File: src/rtl/wt32_seq_ctrl.sv
// Sequencing controller that forms a 2N-bit product by running four K x K partial
// products through one shared external multiplier and accumulating the shifted results.
module wt32_seq_ctrl #(
    parameter int         N           = 32,
    parameter logic [3:0] APPROX_MASK = 4'b0111
) (
    input  logic             clk,
    input  logic             rst,
    input  logic             in_valid,
    output logic             in_ready,
    input  logic [N-1:0]     in_a,
    input  logic [N-1:0]     in_b,
    input  logic             in_exact,
    output logic             out_valid,
    input  logic             out_ready,
    output logic [2*N-1:0]   out_p,
    output logic [N/2-1:0]   mul_x,
    output logic [N/2-1:0]   mul_y,
    output logic             mul_approx,
    input  logic [N-1:0]     mul_p,
    output logic [2:0]       dbg_state
);
    localparam int K = N / 2;

    typedef enum logic [2:0] {
        IDLE = 3'd0,
        LL   = 3'd1,
        HL   = 3'd2,
        LH   = 3'd3,
        HH   = 3'd4,
        DONE = 3'd5
    } state_t;

    state_t           state;
    state_t           state_nxt;
    logic [N-1:0]     a_q;
    logic [N-1:0]     b_q;
    logic [3:0]       mode_q;
    logic [2*N-1:0]   acc_q;
    logic [2*N-1:0]   pp_ext;
    logic [2*N-1:0]   pp_shift;
    logic             accept;
    logic             compute;

    // Handshakes: a transfer happens on a rising edge where valid and ready are both high;
    // the source holds valid and payload stable until that edge, ready never waits on valid.
    assign accept    = in_valid && in_ready;
    assign pp_ext    = {{N{1'b0}}, mul_p};
    assign dbg_state = state;

    always_ff @(posedge clk or posedge rst) begin
        if (rst) begin
            state  <= IDLE;
            a_q    <= '0;
            b_q    <= '0;
            mode_q <= '0;
            acc_q  <= '0;
        end else begin
            state <= state_nxt;
            if (accept) begin
                a_q    <= in_a;
                b_q    <= in_b;
                mode_q <= in_exact ? 4'b0000 : APPROX_MASK;
                acc_q  <= '0;
            end else if (compute) begin
                acc_q <= acc_q + pp_shift;
            end
        end
    end

    always_comb begin
        state_nxt  = state;
        in_ready   = 1'b0;
        out_valid  = 1'b0;
        out_p      = '0;
        mul_x      = '0;
        mul_y      = '0;
        mul_approx = 1'b0;
        compute    = 1'b0;
        pp_shift   = pp_ext;
        case (state)
            IDLE: begin
                in_ready = 1'b1;
                if (in_valid) state_nxt = LL;
            end
            LL: begin
                mul_x      = a_q[K-1:0];
                mul_y      = b_q[K-1:0];
                mul_approx = mode_q[0];
                compute    = 1'b1;
                state_nxt  = HL;
            end
            HL: begin
                mul_x      = a_q[N-1:K];
                mul_y      = b_q[K-1:0];
                mul_approx = mode_q[1];
                compute    = 1'b1;
                pp_shift   = pp_ext << K;
                state_nxt  = LH;
            end
            LH: begin
                mul_x      = a_q[K-1:0];
                mul_y      = b_q[N-1:K];
                mul_approx = mode_q[2];
                compute    = 1'b1;
                pp_shift   = pp_ext << K;
                state_nxt  = HH;
            end
            HH: begin
                mul_x      = a_q[N-1:K];
                mul_y      = b_q[N-1:K];
                mul_approx = mode_q[3];
                compute    = 1'b1;
                pp_shift   = pp_ext << (2 * K);
                state_nxt  = DONE;
            end
            DONE: begin
                // Result is held until the consumer takes it; no new request overlaps.
                out_valid = 1'b1;
                out_p     = acc_q;
                if (out_ready) state_nxt = IDLE;
            end
            default: state_nxt = IDLE;
        endcase
    end
endmodule
File: config.mk
export PLATFORM = sky130hd
export DESIGN_NAME = wt32_seq_ctrl
export DESIGN_NICKNAME = d
export VERILOG_FILES = /design/src/rtl/wt32_seq_ctrl.sv
export SDC_FILE = /design/constraint.sdc
export NUM_CORES = 1
export LEC_CHECK = 0
export ABC_AREA = 1
export BUFFER_PORTS_ARGS = -buffer_cell sky130_fd_sc_hd__buf_2
export CAP_MARGIN = 15
export CORE_MARGIN = 2
export CORE_UTILIZATION = 40
export CTS_CLUSTER_DIAMETER = 200
export DETAILED_ROUTE_END_ITERATION = 7
export GPL_TIMING_DRIVEN = 1
export PLACE_DENSITY_LB_ADDON = 0.05
export REMOVE_ABC_BUFFERS = 1
export SYNTH_ARGS = -nofsm -noshare
export SYNTH_HDL_FRONTEND = slang
export SYNTH_SLANG_ARGS = --single-unit
File: constraint.sdc
create_clock -name clk -period 4.6 [get_ports clk]
set_clock_uncertainty 0.2 [all_clocks]
set_input_delay 0.69 -clock clk [delete_from_list [all_inputs] [get_ports clk]]
set_output_delay 0.69 -clock clk [all_outputs]
set_load 0.01 [all_outputs]
Yosys cells after proc, flatten, opt, wreduce, memory -nomap -nowiden
Index checks and enable logic that the tools add are counted.
{"block": "classes", "addsub": 1, "eq_ne": 7, "mux": 14, "reduce_logical": 10}
{"operator": "two-way mux 64 bit", "n": 3}
{"operator": "case mux 64 bit (2 select lines)", "n": 1}
{"operator": "adder 64 bit", "n": 1}
{"operator": "case mux 16 bit (2 select lines)", "n": 2}
{"operator": "case mux 3 bit (6 select lines)", "n": 1}
{"operator": "OR reduction 2 bit", "n": 5}
{"operator": "two-way mux 3 bit", "n": 3}
{"operator": "equality test 3 x 2 -> 1 bit (second input constant)", "n": 2}
{"operator": "equality test 3 bit (second input constant)", "n": 2}
{"operator": "!= test 2 bit (second input constant)", "n": 2}
{"operator": "case mux 1 bit (4 select lines)", "n": 1}
{"operator": "OR reduction 4 bit", "n": 1}
{"operator": "equality test 3 x 1 -> 1 bit (second input constant)", "n": 1}
{"operator": "logical NOT 3 bit", "n": 1}
{"operator": "two-way mux 1 bit", "n": 3}
{"operator": "AND reduction 2 bit", "n": 1}
{"operator": "nonzero test 2 bit", "n": 1}
{"operator": "logical AND 1 bit", "n": 1}
{"block": "word_totals", "reg_bits": 135, "inputBits": 101}

Logic depth before layout (Yosys ltp)
{"block": "logic_depth", "depth_word": 6, "ltp_mapped": 23, "depth_no_buf": 22}

Worst setup path after synthesis
OpenSTA, ideal clock, no wires.
{"block": "synth_path", "kind": "reg2reg", "start": "register state[0] (netlist: dbg_state[0])", "end": "register acc_q[28]", "setup_time_ns": 0.121, "arrival_time_ns": 2.612, "required_time_ns": 4.279, "path_slack_ns": 1.667, "path_stages_with_launch": 21, "path_buffers": 1, "period_less_slack_ns": 2.933, "path_cell_list": "dfrtp_1 > nor2_1 > inv_2 > nor2_4 > inv_2 > nand2_4 > clkbuf_1 > nor2_1 > ha_1 > inv_1 > fa_1 > inv_1 > nand3_1 > nand2_1 > nand3_1 > nand3_1 > nand2_1 > nand2_1 > or2_2 > nand3_1 > o21ai_1"}
{"block": "synth_between", "elab_chain_len": 6, "word_cells_on_any_way": 15, "cone_classes": "add/sub: 1; eq/ne: 4; mux: 5; reduce/logical: 5"}
{"element": "start, declared", "line_no": "34", "rtl": "state_t state;"}
{"element": "start signal, assigned", "line_no": "59", "rtl": "state <= state_nxt;"}
{"element": "equality test 3 x 2 -> 1 bit", "line_no": "81", "rtl": "case (state)"}
{"element": "OR reduction 2 bit (no line)"}
{"element": "case mux 64 bit (2 select lines)", "line_no": "81"}
{"element": "adder 64 bit", "line_no": "66", "rtl": "acc_q <= acc_q + pp_shift;"}
{"element": "two-way mux 64 bit", "line_no": "65", "rtl": "end else if (compute) begin"}
{"element": "two-way mux 64 bit", "line_no": "60", "rtl": "if (accept) begin"}
{"element": "end signal, assigned", "line_no": "66"}
{"element": "end, declared", "line_no": "39", "rtl": "logic [2*N-1:0] acc_q;"}
Parallel ways exist; a longest one is shown, timed or not. The select of a mux whose other input is x is not followed.
A chain may end at the register's enable or synchronous reset.

Worst setup path after layout
{"block": "layout_path", "start": "register state[2] (netlist: dbg_state[2])", "end": "register acc_q[32]"}
Same word-level chain as after synthesis.

==> results_dict.tcl <==
set metrics [dict create \
    rr_endpoint "acc_q[32]" \
    status "completed" \
    core.rowCount 63 \
    seqCellArea_um2 3300 \
    p_sw_frac 0.546 \
    finalSetupViolations 0 \
    power_frac_comb 0.668 \
    synthCells 2060 \
    track_usage 0.280 \
    netlist_area_um2 11900 \
    drc_errors 0 \
    finalHoldViolations 0 \
    clock-sinks 132 \
    cts-root-buf "clkbuf_16" \
    p_int_w 0.00463 \
    worst_slew_margin_rel 0.323 \
    fmax_mhz 238 \
    first_pass_iters 6 \
    rsz0062_at_grt "false" \
    worst_ep_arrival_time_ns 4.33 \
    h-tree-depth 4 \
    rrSetupSlack_ns 0.39 \
    clk_latency_ns 0.46 \
    wl_per_cell_um 16.0 \
    p_per_area_nw_per_um2 740 \
    grt-ovfl-total 0 \
    seqPwrFrac 0.199 \
    yosysSeqAreaShare 0.278 \
    worstRegToRegCells 19 \
    ys_warn_count 0 \
    period_needed_ns 4.21 \
    vias_per_cell 4.81 \
    cp-start-kind "flip-flop" \
    utilization 0.469 \
    power_leakage_nw 8.63 \
    cp.required_ns 4.73 \
    period_share 0.914 \
    cts_setup_buffers 0 \
    antenna_found_initial 5 \
    maxCapViolations 0 \
    grt_max_degree 96 \
    dieWidth_um 176 \
    area_delta_synth_final_pct 16.3 \
    synth.avg_cell_area_um2 5.76 \
    dp_hpwl_um 34000 \
    switchingPower_w 0.00558 \
    critPathCaptureType "flip-flop" \
    ios 203 \
    multi_input_area_um2 6520 \
    final_nets 2409 \
    fill_cells 3316 \
    ys_seq_elements 132 \
    drive_gt1_frac 0.124 \
    clk_pin_slew_ns 0.07 \
    die_area_um2 31100 \
    tritoncts "yes" \
    final.setup.tns_ns 0 \
    worst-path-max-fanout 33 \
    p_clk_frac 0.133 \
    whs_path_depth 2 \
    holdPathEnd "mode_q[1]" \
    cts_buffer_depth 2 \
    fp.coreArea_um2 29400 \
    reg2reg_from "dbg_state[2]" \
    drt-total-wl_um 42500 \
    ant_nets 0 \
    cts_buffers 17 \
    postCtsHoldBufs 0 \
    grt_pass1_wl_um 66200 \
    drt_iter0_drc 960 \
    peakVddDrop_v 0.000381 \
    ys_types 31 \
    place_ws_ns 0.484 \
    hold_path_class "input port to flip-flop" \
    finalWorstSetupSlack_ns 0.394 \
    holdWs_ns 0.225 \
    die_h_um 176 \
    worstSetupPathType "flip-flop to flip-flop" \
    worstHoldStart "in_exact" \
    cts_resized 0 \
    port_buffers 202 \
    start_util 0.403 \
    drv_slew 0 \
    grt_pass1_vias 12000 \
    gp_congestion 0.992 \
    via_count 12700 \
    worstMarginPinSlew_ns 1.01 \
]
==> synth_stat cells, drive strengths merged <==
cell type	instances	area (um2)
a21boi	2	15.0
a21o	1	7.51
a21oi	109	546
a22oi	1	7.51
buf	30	148
clkbuf	14	52.6
dfrtp	132	3300
fa	1	20.0
ha	63	788
inv	492	1850
mux2	16	180
nand2	692	2610
nand3	82	410
nand4	6	37.5
nor2	265	1010
nor3	11	55.1
nor3b	1	7.51
nor4	4	25.0
o21ai	68	340
o21bai	2	15.0
o22ai	59	369
or2	5	31.3
xnor2	2	17.5
xor2	2	17.5
==> logic make-up (layout without fill, tap and decap cells) <==
| family | Yosys count | in the layout | share of synthesized area |
|---|---|---|---|
| AND/OR/NAND/NOR | 1066 | 1066 | 0.353 |
| buffers and inverters | 536 | 733 | 0.173 |
| AO/OA/AOI/OAI | 242 | 242 | 0.110 |
| flip-flops | 132 | 132 | 0.278 |
| adder cells (fa/ha/maj) | 64 | 64 | 0.0681 |
| multiplexers | 16 | 16 | 0.0152 |
| XOR/XNOR | 4 | 4 | 0.00295 |
| other | 0 | 2 | 0 |
==> metal layers <==
metal | global-route usage | part of all wire
met4 | 0.101 | 0.030
met2 | 0.428 | 0.42
met5 | 0 | 0.00016
met1 | 0.386 | 0.46
met3 | 0.0642 | 0.086
==> cell usage in the layout (no fill, tap or decap), types with 16 or more instances in the layout <==
cell type and instances:
ha_1 63, o21ai_0 32, a21oi_1 108, nand2_1 688
buf_2 202, o21ai_1 36, inv_1 483, nand3_1 82
nor2_1 262, o22ai_1 59, clkbuf_16 17, dfrtp_1 132
mux2_2 16
==> registers in the layout (all words and copies together) (netlist names) <==
signal,cells
a_q,32
b_q,32
acc_q,64
mode_q,1
dbg_state,3
==> worst max-delay path: stages (launching register included) <==
cell and delay (ns):
dfrtp_1 0.47, nor2_1 0.15, inv_2 0.50, nand2_4 0.40
nor2_1 0.20, ha_1 0.21, inv_1 0.06, fa_1 0.42
inv_1 0.16, nand3_1 0.08, nand2_1 0.18, nand2_1 0.10
nand2_1 0.13, nand2_1 0.07, nand2_1 0.26, nand2_1 0.09
nand2_1 0.18, nand2_1 0.07, nand2_1 0.06, o22ai_1 0.08
==> per-stage QoR <==
stage | instances | area, um2 | total power (W)
final | 2649 | 13800 | 0.0102
after global routing | 2647 | 13800 | 0.0112
after floorplan | 2016 | 11700 | 0.00662
after global placement | 2615 | 13200 | 0.00878
after CTS | 2647 | 13800 | 0.0102
after detailed placement | 2615 | 13200 | 0.00882
==> how the worst max path moves through the flow <==
stage | start | end | slack (ns) | depth (start not counted)
2_1_floorplan | rst | a_q[0] | 0.18 | 1
3_3_place_gp | dbg_state[2] | acc_q[32] | 0.55 | 20
3_5_place_dp | dbg_state[2] | acc_q[32] | 0.48 | 20
4_1_cts | dbg_state[2] | acc_q[32] | 0.45 | 20
5_1_grt | dbg_state[2] | acc_q[32] | 0.06 | 19
6_report | dbg_state[2] | acc_q[32] | 0.39 | 19
==> power by group through the flow <==
stage / logic [W] / registers, W / clock network, W
finish: 0.00682 / 0.00203 / 0.00136
CTS: 0.00680 / 0.00203 / 0.00139
global placement: 0.00674 / 0.00204 / 0
floorplan: 0.00466 / 0.00196 / 0
detailed placement: 0.00677 / 0.00205 / 0
global route: 0.00772 / 0.00210 / 0.00142
==> final cells by class <==
cell class | instances | share of cell area
multi-input cells | 1392 | 0.473
clock inverters | 15 | 0.00944
repair buffers | 209 | 0.0771
clock buffers | 17 | 0.0308
diodes | 2 | 0.000363
inverters | 492 | 0.134
flip-flops and latches | 132 | 0.240
well taps | 390 | 0.0354
No activity file was read; power rests on OpenSTA's default activity.
